==> src/rtl/alu_writeback.sv <==
// Writeback stage after the ALU: owns the accumulator and status register and
// buffers the single memory write produced by read-modify-write shifts.
//
//   state    | meaning
//   ---------+-----------------------------------------------------------
//   ST_IDLE  | ready for the next ALU result
//   ST_MEMWR | shift result held in the write buffer until memory accepts
module alu_writeback #(
  parameter int          ADDR_W  = 16,
  parameter logic [7:0]  RESET_P = 8'h20
) (
  input  logic              clk,
  input  logic              rst,
  input  logic              in_valid,
  output logic              in_ready,
  input  logic [3:0]        in_op,
  input  logic              in_dst_mem,
  input  logic [7:0]        in_result,
  input  logic [7:0]        in_status,
  input  logic [ADDR_W-1:0] in_addr,
  input  logic [2:0]        flag_op,
  input  logic              p_load_valid,
  input  logic [7:0]        p_load_data,
  output logic [7:0]        acc,
  output logic [7:0]        status,
  output logic              mem_wr_valid,
  input  logic              mem_wr_ready,
  output logic [ADDR_W-1:0] mem_wr_addr,
  output logic [7:0]        mem_wr_data
);

  typedef enum logic [0:0] {
    ST_IDLE  = 1'b0,
    ST_MEMWR = 1'b1
  } state_t;

  localparam logic [3:0] OP_ADD = 4'd0;
  localparam logic [3:0] OP_ADC = 4'd1;
  localparam logic [3:0] OP_SBC = 4'd2;
  localparam logic [3:0] OP_AND = 4'd3;
  localparam logic [3:0] OP_EOR = 4'd4;
  localparam logic [3:0] OP_ORA = 4'd5;
  localparam logic [3:0] OP_BIT = 4'd6;
  localparam logic [3:0] OP_ASL = 4'd7;
  localparam logic [3:0] OP_LSR = 4'd8;
  localparam logic [3:0] OP_ROL = 4'd9;
  localparam logic [3:0] OP_ROR = 4'd10;

  // Status layout: 7 C, 6 Z, 5 I, 4 D, 3 B, 2 reserved, 1 V, 0 N
  localparam int BIT_C = 7;
  localparam int BIT_I = 5;
  localparam int BIT_D = 4;
  localparam int BIT_R = 2;
  localparam int BIT_V = 1;

  localparam logic [7:0] MASK_ARITH = 8'b1100_0011;
  localparam logic [7:0] MASK_LOGIC = 8'b0100_0001;
  localparam logic [7:0] MASK_BIT   = 8'b0100_0011;
  localparam logic [7:0] MASK_SHIFT = 8'b1100_0001;

  localparam logic [2:0] FL_CLC = 3'd1;
  localparam logic [2:0] FL_SEC = 3'd2;
  localparam logic [2:0] FL_CLI = 3'd3;
  localparam logic [2:0] FL_SEI = 3'd4;
  localparam logic [2:0] FL_CLD = 3'd5;
  localparam logic [2:0] FL_SED = 3'd6;
  localparam logic [2:0] FL_CLV = 3'd7;

  state_t              state_q, state_d;
  logic                in_ready_q, in_ready_d;
  logic                mem_wr_valid_q, mem_wr_valid_d;
  logic [ADDR_W-1:0]   mem_wr_addr_q, mem_wr_addr_d;
  logic [7:0]          mem_wr_data_q, mem_wr_data_d;
  logic [7:0]          acc_q, acc_d;
  logic [7:0]          status_q, status_d;

  logic                accept;
  logic [7:0]          flag_mask;
  logic                acc_we;
  logic                mem_shift;

  assign accept = in_valid && in_ready_q;

  always_comb begin
    flag_mask = 8'h00;
    acc_we    = 1'b0;
    mem_shift = 1'b0;
    if (accept) begin
      case (in_op)
        OP_ADD, OP_ADC, OP_SBC: begin
          flag_mask = MASK_ARITH;
          acc_we    = 1'b1;
        end
        OP_AND, OP_EOR, OP_ORA: begin
          flag_mask = MASK_LOGIC;
          acc_we    = 1'b1;
        end
        OP_BIT: begin
          flag_mask = MASK_BIT;
        end
        OP_ASL, OP_LSR, OP_ROL, OP_ROR: begin
          flag_mask = MASK_SHIFT;
          acc_we    = !in_dst_mem;
          mem_shift = in_dst_mem;
        end
        default: begin
          flag_mask = 8'h00;
        end
      endcase
    end
  end

  // Priority: ALU mask first, then flag_op, then full status load.
  always_comb begin
    status_d = (status_q & ~flag_mask) | (in_status & flag_mask);
    case (flag_op)
      FL_CLC:  status_d[BIT_C] = 1'b0;
      FL_SEC:  status_d[BIT_C] = 1'b1;
      FL_CLI:  status_d[BIT_I] = 1'b0;
      FL_SEI:  status_d[BIT_I] = 1'b1;
      FL_CLD:  status_d[BIT_D] = 1'b0;
      FL_SED:  status_d[BIT_D] = 1'b1;
      FL_CLV:  status_d[BIT_V] = 1'b0;
      default: ;
    endcase
    if (p_load_valid) begin
      status_d = p_load_data;
    end
    status_d[BIT_R] = 1'b0;
  end

  always_comb begin
    acc_d = acc_q;
    if (acc_we) begin
      acc_d = in_result;
    end
  end

  always_comb begin
    state_d        = state_q;
    in_ready_d     = in_ready_q;
    mem_wr_valid_d = mem_wr_valid_q;
    mem_wr_addr_d  = mem_wr_addr_q;
    mem_wr_data_d  = mem_wr_data_q;
    case (state_q)
      ST_IDLE: begin
        if (mem_shift) begin
          state_d        = ST_MEMWR;
          in_ready_d     = 1'b0;
          mem_wr_valid_d = 1'b1;
          mem_wr_addr_d  = in_addr;
          mem_wr_data_d  = in_result;
        end
      end
      ST_MEMWR: begin
        if (mem_wr_ready) begin
          state_d        = ST_IDLE;
          in_ready_d     = 1'b1;
          mem_wr_valid_d = 1'b0;
        end
      end
      default: begin
        state_d        = ST_IDLE;
        in_ready_d     = 1'b1;
        mem_wr_valid_d = 1'b0;
      end
    endcase
  end

  always_ff @(posedge clk or negedge rst) begin
    if (!rst) begin
      state_q        <= ST_IDLE;
      in_ready_q     <= 1'b1;
      mem_wr_valid_q <= 1'b0;
      mem_wr_addr_q  <= '0;
      mem_wr_data_q  <= 8'h00;
      acc_q          <= 8'h00;
      status_q       <= RESET_P;
    end else begin
      state_q        <= state_d;
      in_ready_q     <= in_ready_d;
      mem_wr_valid_q <= mem_wr_valid_d;
      mem_wr_addr_q  <= mem_wr_addr_d;
      mem_wr_data_q  <= mem_wr_data_d;
      acc_q          <= acc_d;
      status_q       <= status_d;
    end
  end

  assign in_ready     = in_ready_q;
  assign mem_wr_valid = mem_wr_valid_q;
  assign mem_wr_addr  = mem_wr_addr_q;
  assign mem_wr_data  = mem_wr_data_q;
  assign acc          = acc_q;
  assign status       = status_q;

endmodule

==> config.mk <==
export PLATFORM = sky130hd
export DESIGN_NAME = alu_writeback
export DESIGN_NICKNAME = d
export VERILOG_FILES = /design/src/rtl/alu_writeback.sv
export SDC_FILE = /design/constraint.sdc
export NUM_CORES = 1
export LEC_CHECK = 0
export CAP_MARGIN = 30
export CORE_MARGIN = 2
export CORE_UTILIZATION = 39
export DETAILED_ROUTE_END_ITERATION = 8
export PLACE_DENSITY_LB_ADDON = 0.2
export SLEW_MARGIN = 5
export SYNTH_ARGS = -nofsm -noshare
export SYNTH_HDL_FRONTEND = slang
export SYNTH_SLANG_ARGS = --single-unit
==> constraint.sdc <==
create_clock -name clk -period 2.3 [get_ports clk]
set_input_delay 0.69 -clock clk [delete_from_list [all_inputs] [get_ports clk]]
set_output_delay 0.69 -clock clk [all_outputs]
set_load 0.05 [all_outputs]
==> results.txt, run 1 <==
* Outcome: completed
* Overall routing resource usage: 0.188
* Slowest cell on the critical path: sky130_fd_sc_hd__clkdlybuf4s50_1
* Iteration-0 DRC Markers: 29
- At the end of the flow the core is filled with cells to 0.681.
* Clock buffer count from CTS: 5
* Path category of the worst min-delay check: input pin to asynchronous set/reset pin
* Sum of buffers and inverters on the critical path: 1
- The number of antenna diodes in the final layout is 0.
- Residual antenna-violating net count after detailed routing: 0
- Total global routing overflow: 0
- Wire length of the first global-routing pass: 7400 um
* Clock root buffer master: sky130_fd_sc_hd__clkbuf_8
- Tracing the worst setup path back leads to its startpoint at mem_wr_valid.
* Cell count after placement: 283
* Remaining design rule violation count: 0
- Critical Path AT: 1480 ps
- Post-detailed-placement half-perimeter wirelength: 3470 um
- The worst setup path is launched from a flip-flop.
- STA classifies the critical path endpoint as an output pin.
- The first TritonRoute pass finished after 4 iterations.
* Count of buffers from port buffering: 88
- Insertion delay of the later-clocked pin in the worst-skew pair: 290 ps
- The H-tree generated during clock tree synthesis spans 2 levels.
- Setup clock skew after layout: 7.50 ps
- The worst register-to-register path begins at in_ready.
- Synthesis inferred 42 register bits.
- For this configuration, the core starts out at a cell density of 0.408.
* Number of non-filler instances in the completed layout: 293
- Synthesis instantiated 33 different standard cells from the library.
* CTS tree: yes
- After clock tree synthesis, the clock-pin slew on the worst setup and hold paths is 70 ps.
* Via count of the first global-routing pass: 1550
* Largest stage delay on the critical path: 820 ps
- Across the run, the number of max-cap violations was 0.
* Largest net degree at the start of global routing: 26
* Actual transition at the worst max-transition pin: 539 ps
- Netlist Area Pre-Place: 1800 um2
- Cts hold-fix bufs: 0
- The signal on the critical path passes through clkdlybuf4s50_1.
- In the finished design, the share of the clock period the worst path needs comes to 0.945.
- Fraction of layout instances using a drive strength above 1: 0.278
* Cells after Synth: 131
- The floorplan step defined a die boundary enclosing 5180 um2.
- In the final routed layout, each cell accounts on average for 15.7 um.
- Max rail drop VDD: 0.412 mV
- Yosys synthesis warning count: 0
* RSZ-0062 raised after global routing: no
* I/O pin count: 95
* Worst slew slack as a fraction of its limit: 0.639
- Fmax: 460 MHz
* Delay-heaviest family, CP: buffers and inverters
- Area growth syn-to-layout: 66.8%
- The critical path is of the flip-flop to output pin type.
- The number of failing hold endpoints at the final stage came to 0.
- The floorplan has 24 rows.
- For this design, the sink count on the clock tree is 42.
- In this run the vertical extent of the chip is 72.0 um.
- In this run the worst path has a maximum fanout of 2.
- Placeable Area: 4410 um2
- For this run, the register share of the synthesized area comes to 0.585.
- Overall via count from detail_route: 1460
- Post-synthesis net count: 184
* # nets final: 293
- Power density over cell area: 516 nW/um2
- Maximum buffer depth of the clock tree: 2
- Fillers: 325
* Total length of routed wires: 4590 um
- Reported leakage power: 1.41 nW
- Hold timing on the final database bottoms out at a slack of 365 ps.
* Required time worst endpoint: 1610 ps
* Via/cell ratio: 4.98
- At the end of routability-driven placement, the weighted congestion stood at 0.883.
- Average size of a mapped cell: 13.8 um2
- Subtracting the final worst setup slack from the clock period gives 2170 ps.
- Final Slew Violations: 0
* Count of endpoints failing setup in the final report: 0
- The floorplan step set the die width to 72.0 um.
* Initial antenna violation count: 0
-- kinds of logic (layout without fill, tap and decap cells) --
group,after synthesis,after routing,share of synthesized area
AND/OR/NAND/NOR,23,23,0.0778
flip-flops,42,42,0.585
other,1,1,0.00208
multiplexers,36,36,0.223
AO/OA/AOI/OAI,22,22,0.0847
XOR/XNOR,1,1,0.00486
buffers and inverters,6,116,0.0229
-- metal layers --
layer	wire length, um	track usage
met1	1760	0.219
met2	2380	0.322
met3	373	0.0708
met4	75	0.0587
met5	0	0
-- path summary, 6_finish.rpt --
kind                                              endpoint  slack, ps  cells after the start
worst min-delay path            asynchronous set/reset pin        360                      1
worst max register to register              mem_wr_addr[9]        470                      4
worst max-delay path                          mem_wr_valid        130                      1
max in group asynchronous                         in_ready       1360                      2
worst min register to register              mem_wr_addr[7]        510                      1
min in group clk                            mem_wr_addr[7]        510                      1
-- Yosys cell counts, drive strengths merged --
library cell	instances	area [um2]
nand3	1	5.00
o2bb2ai	1	8.76
dfstp	2	52.6
or4b	1	10.0
a32oi	1	8.76
buf	3	30.0
nor2	4	15.0
dfrtp	40	1000
nor4b	1	23.8
conb	1	3.75
and4b	1	10.0
and2b	1	8.76
a211oi	1	7.51
mux2i	3	30.0
mux2	33	372
nor2b	2	12.5
a21o	4	31.3
nand2	8	30.0
o221ai	1	8.76
a21oi	6	37.5
o21ai	5	25.0
nand2b	3	18.8
and3	1	6.26
a22o	1	8.76
inv	2	7.51
xnor2	1	8.76
clkbuf	1	3.75
o31ai	1	7.51
a2111oi	1	8.76
-- where the power goes --
| part | internal, mW | total (mW) | switching (mW) |
|---|---|---|---|
| sequential | 0.751 | 0.758 | 0.00697 |
| combinational | 0.120 | 0.229 | 0.109 |
| clock | 0.325 | 0.563 | 0.238 |
| total | 1.20 | 1.55 | 0.354 |
-- state kept, by name, summed over array words and instances (netlist names), named ones only --
signal        flops
in_ready          1
mem_wr_data       8
acc               8
mem_wr_addr      16
status            4
state_q           1
mem_wr_valid      1
-- placed cells by master, fill, tap and decap left out, types with 2 or more instances in the layout --
cell type and n:
sky130_fd_sc_hd__inv_1 2, sky130_fd_sc_hd__dfrtp_1 40, sky130_fd_sc_hd__nor2_1 4, sky130_fd_sc_hd__dfstp_2 2
sky130_fd_sc_hd__buf_4 16, sky130_fd_sc_hd__nand2b_1 3, sky130_fd_sc_hd__clkbuf_1 2, sky130_fd_sc_hd__dlymetal6s2s_1 4
sky130_fd_sc_hd__mux2_2 32, sky130_fd_sc_hd__nor2b_1 2, sky130_fd_sc_hd__o21ai_0 5, sky130_fd_sc_hd__mux2i_1 3
sky130_fd_sc_hd__a21oi_2 3, sky130_fd_sc_hd__clkbuf_8 5, sky130_fd_sc_hd__clkdlybuf4s50_1 81, sky130_fd_sc_hd__a21oi_1 3
sky130_fd_sc_hd__a21o_1 3, sky130_fd_sc_hd__nand2_1 8, sky130_fd_sc_hd__buf_12 2
-- worst register-to-register path, stage by stage (launching register included) --
cell,delay [ps]
sky130_fd_sc_hd__dfstp_2,560
sky130_fd_sc_hd__nand2_1,120
sky130_fd_sc_hd__nor4b_4,470
sky130_fd_sc_hd__clkbuf_16,250
sky130_fd_sc_hd__mux2_2,340
-- cell type report --
type,instances,area [um2],area share
Sequential cell,42,1050,0.351
Timing Repair Buffer,106,1060,0.353
Multi-Input combinational cell,83,711,0.236
Tap cell,52,65.1,0.0216
Clock buffer,7,76.3,0.0254
Clock inverter,1,30.0,0.00999
Inverter,2,7.51,0.00250
-- per-stage QoR --
step	power [mW]	setup slack, ps	setup TNS (ps)	instance area (um2)
after floorplan	0.854	132	0	1800
after global placement	0.996	-218	-6150	2850
after detailed placement	1.00	-257	-7290	2850
after CTS	1.57	33.7	0	2960
after global routing	1.62	81.3	0	3010
final	1.55	126	0	3010
-- timing repair --
item / CTS / global route
gates resized for setup: 0 / 5
endpoints found under the setup margin: 0 / 24
setup buffers: 0 / 0
No activity file was read; power rests on OpenSTA's default activity.
==> inputs of run 2 (changes only) <==
==> constraint.sdc (replaced) <==
create_clock -name clk -period 2.3 [get_ports clk]
set_input_delay 0.46 -clock clk [delete_from_list [all_inputs] [get_ports clk]]
set_output_delay 0.46 -clock clk [all_outputs]
set_load 0.05 [all_outputs]
==> run 2 against run 1 <==
  * Highest routed layer unchanged
  * Critical endpoint is now in_ready
  * Combinational power about the same
  * First-iteration DRC count down 28%
  * Worst setup slack better by 61 ps
  * Utilization down 1.2 points
==> results.txt, run 2 (same netlist as run 1, synthesis figures left out) <==
* Outcome: completed
* Critical Path AT: 1650 ps
- Path category of the worst min-delay check: input pin to asynchronous set/reset pin
- Stages on the worst setup path: 1
- The total overflow left after global routing is 0.
* # nets final: 288
* Global-route met2 utilization: 0.287
- Type of the worst setup path: flip-flop to output pin
* Initial antenna violation count: 0
* Worst Reg2Reg Path Length in Cells: 4
- In this run the power spent charging and discharging nets is 0.352 mW.
* Post-detailed-placement half-perimeter wirelength: 3220 um
- The share of total power dissipated in combinational logic is 0.144.
- Cell count after placement: 278
- For this design the top-level I/O count stands at 95.
- Count of buffers from port buffering: 88
- Wire length of the first global-routing pass: 7030 um
* Overall via count from detail_route: 1435
- The congestion estimate from routability-driven global placement came to 0.889.
* Remaining design rule violation count: 0
* Int Pwr: 1.23 mW
- Count of H-tree levels built during CTS: 2
- The global routing stage identified its most utilized layer as met2.
- The largest single stage delay on the critical path is 800 ps.
- Dividing the final minimum period by the clock period gives 0.919.
- Number of non-filler instances in the completed layout: 288
- Largest net degree at the start of global routing: 43
- In this run the worst path has a maximum fanout of 4.
- Area growth syn-to-layout: 63.8%
- Max FFs per register: 16
- The kind of cell with the highest combined delay along the critical path is buffers and inverters.
- For this run, the top clock speed supported by timing is 473 MHz.
- For this block, the routed nets add up to 4190 um of wire.
- The die is 72.0 um wide.
- Count of endpoints failing setup in the final report: 0
- Worst setup EP type: output pin
- The number of failing hold endpoints at the final stage came to 0.
- Number of max-cap violations: 0
- Chip Height: 72.0 um
- CP startpoint kind: flip-flop
- The number of max-slew violations in the final report came to 0.
* Post-route minimum period: 2110 ps
- Max rail drop VDD: 0.393 mV
* Worst slew slack as a fraction of its limit: 0.655
- For this design the static power due to leakage is 1.35 nW.
- The largest individual stage delay along the critical path comes from the cell sky130_fd_sc_hd__clkdlybuf4s50_1.
- The signal on the critical path passes through clkdlybuf4s50_1.
- Required time worst endpoint: 1840 ps
- Counting the buffers created by CTS gives 5.
- Die area: 5180 um2
- Of the total power, the share spent switching nets is 0.223.
* Setup TNS Final: 0 ps
- Via count of the first global-routing pass: 1554
- For the pin with the worst max-slew slack, the measured transition is 516 ps.
* CTS tree: yes
- Clock sink total: 42
- Most common cell after layout, fill and taps aside: sky130_fd_sc_hd__clkdlybuf4s50_1
- Initial standard-cell utilization of the core: 0.408
- After clock tree synthesis, the clock-pin slew on the worst setup and hold paths is 70 ps.
- Fill cells in the final layout number 323.
- The top cell types in the final layout, fill and taps aside, are sky130_fd_sc_hd__clkdlybuf4s50_1, sky130_fd_sc_hd__dfrtp_1, sky130_fd_sc_hd__mux2_2, sky130_fd_sc_hd__buf_4, sky130_fd_sc_hd__nand2_1.
- Post-layout power: 1.58 mW
- For this design, the CTS-stage hold fixing added 0 buffers.
- Post-Place Setup Slack: -88.9 ps
- Post-CTS repair changed the size of 0 cells.
- Post-CTS setup buffer count: 0
- Maximum buffer depth of the clock tree: 2
- Share of power burned in registers: 0.480
- The first detailed-routing pass ran for 4 iterations.
- Reg-to-reg slack, setup: 530 ps
- For the final database, setup skew stands at 3.15 ps.
* Sum of buffers and inverters on the critical path: 1
- Grt met3 use: 0.0458
- CTS placed an instance of sky130_fd_sc_hd__clkbuf_8 at the clock tree root.
* Residual antenna-violating net count after detailed routing: 0
- Of the total power, the clock network draws 0.375.
- Worst-case setup margin in the final layout: 187 ps
- Using the TritonRoute via totals, the vias-per-cell ratio works out to 4.98.
* Wirelength per Cell: 14.6 um
* Placeable Area: 4410 um2
- In the final layout, the share of cells above drive strength 1 is 0.250.
- For this run, the total global-route usage over all layers was measured as 0.173.
- For this run, global-route usage on met1 was measured as 0.220.
- The repair_antennas step left the layout with diodes totalling 0.
- Iteration-0 DRC Markers: 21
* Insertion delay of the later-clocked pin in the worst-skew pair: 290 ps
- Dividing total power by cell area gives a power density of 535 nW/um2.
* RSZ-0062 raised after global routing: no
- After floorplanning, the core was divided into 24 placement rows.
run 2: cell count changes in the layout (fill, tap and decap cells not counted):
| cell | change |
|---|---|
| sky130_fd_sc_hd__dlygate4sd3_1 | +1 |
| sky130_fd_sc_hd__clkdlybuf4s50_1 | +6 |
| sky130_fd_sc_hd__buf_4 | -6 |
| sky130_fd_sc_hd__clkbuf_1 | -1 |
| sky130_fd_sc_hd__dlymetal6s2s_1 | -4 |
| sky130_fd_sc_hd__a21oi_2 | -1 |
| sky130_fd_sc_hd__clkbuf_16 | -1 |
| sky130_fd_sc_hd__a21oi_1 | +1 |
| sky130_fd_sc_hd__clkbuf_8 | +1 |
| sky130_fd_sc_hd__buf_6 | -1 |
run 2: worst paths after layout:
| path | start | end |
|---|---|---|
| min in group clk | mem_wr_valid | mem_wr_valid |
| max reg2reg | in_ready | mem_wr_addr[5] |
| max in group asynchronous | rst | status[5] |
| max | in_ready | in_ready |
| min | rst | asynchronous set/reset pin |
| min reg2reg | mem_wr_valid | mem_wr_valid |
run 2: final cells by class:
class / count / area, um2 / area share
Clock buffer: 7 / 86.3 / 0.0293
Clock inverter: 1 / 30.0 / 0.0102
Inverter: 2 / 7.51 / 0.00254
Multi-Input combinational cell: 83 / 707 / 0.240
Sequential cell: 42 / 1050 / 0.357
Tap cell: 52 / 65.1 / 0.0221
Timing Repair Buffer: 101 / 1000 / 0.339
run 2: layer usage:
| metal | up-vias | share of wire |
|---|---|---|
| li1 | 678 | - |
| met1 | 697 | 0.41 |
| met2 | 54 | 0.51 |
| met3 | 6 | 0.070 |
| met4 | 0 | 0.013 |
| met5 | - | 0 |
run 2: power by group through the flow:
stage / logic [mW] / clock network [mW] / registers, mW
6_report: 0.228 / 0.592 / 0.758
5_1_grt: 0.244 / 0.639 / 0.759
4_1_cts: 0.225 / 0.610 / 0.758
3_5_place_dp: 0.223 / 0 / 0.772
3_3_place_gp: 0.218 / 0 / 0.772
2_1_floorplan: 0.0398 / 0 / 0.814
run 2: stage by stage:
stage / hold slack (ps) / cell area (um2) / utilization
2_1_floorplan: 164 / 1800 / -
3_3_place_gp: 461 / 2800 / 0.635
3_5_place_dp: 474 / 2800 / 0.635
4_1_cts: 327 / 2920 / 0.662
5_1_grt: 504 / 2950 / 0.668
6_report: 490 / 2950 / 0.668
==> inputs of run 3 (changes only) <==
--- a/config.mk
+++ b/config.mk
@@ -5,11 +5,13 @@
 export SDC_FILE = /design/constraint.sdc
 export NUM_CORES = 1
 export LEC_CHECK = 0
+export ABC_AREA = 1
 export CAP_MARGIN = 30
 export CORE_MARGIN = 2
-export CORE_UTILIZATION = 39
+export CORE_UTILIZATION = 40
 export DETAILED_ROUTE_END_ITERATION = 8
 export PLACE_DENSITY_LB_ADDON = 0.2
+export SETUP_SLACK_MARGIN = 0.05
 export SLEW_MARGIN = 5
 export SYNTH_ARGS = -nofsm -noshare
 export SYNTH_HDL_FRONTEND = slang
==> run 3 against run 2 <==
  * Wire length is 2.0% higher
  * Count of clock-buffer cells in the layout is 2 lower
  * Global-route usage is 1.4 points lower
  * Critical endpoint unchanged
  * Via count is 19% higher
  * Critical path depth stayed put
  * Worst hold slack worse by 270 ps
==> results.txt, run 3 <==
* Ranking of synthesized cells by instance count: sky130_fd_sc_hd__nand2_1, sky130_fd_sc_hd__dfrtp_1, sky130_fd_sc_hd__inv_1
- Of the synthesized area, sequential elements account for 0.519.
* Maximum buffer depth of the clock tree: 2
- The tool flagged a number of max-cap violations equal to 0.
* Count of H-tree levels built during CTS: 2
* Fillers: 435
- Clock slew at reported path FFs: 80 ps
- Clock skew on the completed layout was measured at 5.11 ps.
* CP startpoint kind: flip-flop
- Data arrives at the worst endpoint at 1650 ps.
* Iteration-0 DRC Markers: 69
- In the routed design, unresolved DRC markers number 0.
* Post-layout power: 4.33 mW
* CTS-repair resized insts: 0
- Fraction of layout instances using a drive strength above 1: 0.174
- The number of setup buffers added after CTS is 0.
* Overall via count from detail_route: 1701
- Commonest cells after routing, fill and taps aside: sky130_fd_sc_hd__clkdlybuf4s50_1, sky130_fd_sc_hd__nand2_1, sky130_fd_sc_hd__dfrtp_1, sky130_fd_sc_hd__inv_1, sky130_fd_sc_hd__o21ai_2
- Cells taking the most area after synthesis: sky130_fd_sc_hd__dfrtp_1, sky130_fd_sc_hd__nand2_1, sky130_fd_sc_hd__o21ai_2
- Required time worst endpoint: 1840 ps
* Tcrit/Tclk final: 0.916
- The register with the most flip-flops in the layout has 16 of them.
- Top cell type's share of synthesized area: 0.494
* Worst Reg2Reg Path Length in Cells: 6
* Most repeated cell in the gate-level netlist after synthesis: sky130_fd_sc_hd__nand2_1
- Setup TNS Final: 0 ps
- Average size of a mapped cell: 8.97 um2
- Derived from the worst setup path, the maximum achievable clock frequency is 475 MHz.
- Final hold violation count: 0
- Combined area of the multi-input logic cells: 766 um2
* First-pass iteration count of the detailed router: 4
* Placeable Area: 4820 um2
* Clock sink total: 42
- The netlist uses 25 different library cells.
- Outcome: completed
- The first global-routing pass estimated 6840 um of wire.
* Insertion delay of the later-clocked pin in the worst-skew pair: 300 ps
- Seq. cell area: 1050 um2
- Yosys synthesis warning count: 0
* Die extent in x: 75.2 um
* N_diodes: 0
- Walking the worst path, the cells encountered are clkdlybuf4s50_1.
- Once detail routing completed, the nets flagged for antenna violations numbered 0.
- Clock root buffer master: sky130_fd_sc_hd__clkbuf_8
* Netlist Area Pre-Place: 2030 um2
* Chip Height: 75.2 um
- The final layout contains 369 nets.
- Setup violations remaining at the end of the flow were counted as 0.
- Primary FF master, synth: sky130_fd_sc_hd__dfrtp_1
- Setup slack on the worst reg-to-reg path comes out at 630 ps.
- CTS tree: yes
- Final Slew Violations: 0
- Worst setup EP type: output pin
- Broken down by cell family, the worst path's largest delay share belongs to buffers and inverters.
- Detailed placement finished with a half-perimeter wire length of 3230 um.
* Via count of the first global-routing pass: 1549
- After detailed routing, the average wire length per cell comes to 11.1 um.
- Post-route minimum period: 2110 ps
* Slowest cell on the critical path: sky130_fd_sc_hd__clkdlybuf4s50_1
* Cells after Synth: 226
- In this run the power density over the cells is 1390 nW/um2.
- After global routing the overflow that remains totals 0.
- I/O pin count: 95
- The number of antenna violations at the first check in global routing was 0.
- Reported leakage power: 1.52 nW
- In this run, synthesis inferred 0 flip-flops with an integrated enable.
- Post-synthesis net count: 279
- At the end of routability-driven placement, the weighted congestion stood at 0.794.
- Leaving out fill and tap cells, the most frequent cell in the layout is sky130_fd_sc_hd__clkdlybuf4s50_1.
- Overall routing resource usage: 0.160
* RSZ-0062 raised after global routing: no
- Type of the worst setup path: flip-flop to output pin
- Entering global routing, the biggest net connects 43 pins.
- Max rail drop VDD: 0.648 mV
- Counting flops and latches in the post-synthesis netlist gives 42.
- Counting the buffers created by CTS gives 5.
* Worst slew slack as a fraction of its limit: 0.639
- Counting flops with an async set or reset pin after synthesis yields a share of 1.00.
- The startpoint identified for the worst register-to-register timing path is in_ready.
- Wires add up to 4280 um.
* Maximum fanout along the worst path: 3
- RR Endpoint: mem_wr_addr[0]
* Actual transition at the worst max-transition pin: 540 ps
- The initial utilization of the core area, before any placement, comes to 0.421.
- The worst hold path belongs to the class input pin to asynchronous set/reset pin.
- Largest stage delay on the critical path: 800 ps
- Row count: 25
- Die area: 5660 um2
* Count of buffers from port buffering: 88
- Via/cell ratio: 4.43
- Top cell type by total area after synthesis: sky130_fd_sc_hd__dfrtp_1
* Area growth syn-to-layout: 53.2%
- The number of buffers and inverters on the critical path is 1.
- Cts hold-fix bufs: 0
-- run 3: cell types whose count changed after synthesis, sizes merged, moves of 4 or more --
cell,before,now
mux2,33,0
inv,2,38
o21ai,5,31
buf,3,8
nand3,1,19
a21oi,6,1
nand2,8,74
a21o,4,0
-- run 3: how the worst max path moves through the flow --
stage                   from              to  slack, ps  depth (start not counted)
global placement    in_op[1]  mem_wr_data[4]        240                          7
detailed placement  in_op[3]  mem_wr_addr[0]        230                          7
global route        in_ready        in_ready        160                          1
CTS                 in_ready        in_ready        170                          1
floorplan           in_ready  mem_wr_addr[0]        740                          6
finish              in_ready        in_ready        190                          1
-- run 3: logic make-up after synthesis --
| group | Yosys count | share of synthesized area |
|---|---|---|
| AO/OA/AOI/OAI | 35 | 0.141 |
| buffers and inverters | 46 | 0.103 |
| flip-flops | 42 | 0.519 |
| other | 1 | 0.00185 |
| AND/OR/NAND/NOR | 102 | 0.235 |
-- run 3: final cells by class --
class                           instances  share of cell area
Clock buffer                            5              0.0222
Tap cell                               67              0.0270
Timing Repair Buffer                   91               0.297
Inverter                               38              0.0459
Sequential cell                        42               0.339
Clock inverter                          3              0.0222
Multi-Input combinational cell        138               0.246
-- run 3: metal layers --
layer | vias to the layer above | track usage | part of all wire
li1 | 875 | - | -
met1 | 767 | 0.204 | 0.43
met2 | 50 | 0.256 | 0.49
met3 | 9 | 0.0375 | 0.067
met4 | 0 | 0.0760 | 0.018
met5 | - | 0 | 0
-- run 3: through the flow --
| step | setup WS, ps | area, um2 | hold slack [ps] | utilization | std cells |
|---|---|---|---|---|---|
| 5_1_grt | 158 | 3110 | 274 | 0.645 | 384 |
| 4_1_cts | 174 | 3110 | 237 | 0.645 | 384 |
| 6_report | 194 | 3110 | 224 | 0.645 | 384 |
| 3_5_place_dp | 225 | 2970 | 461 | 0.616 | 376 |
| 3_3_place_gp | 240 | 2970 | 455 | 0.616 | 376 |
| 2_1_floorplan | 735 | 2030 | 164 | - | 226 |
-- run 3: power breakdown --
group          internal (mW)  switching (mW)  leakage [nW]
Clock                  0.435           0.258        0.0683
Sequential              1.06           0.165         0.520
Combinational          0.818            1.59         0.928
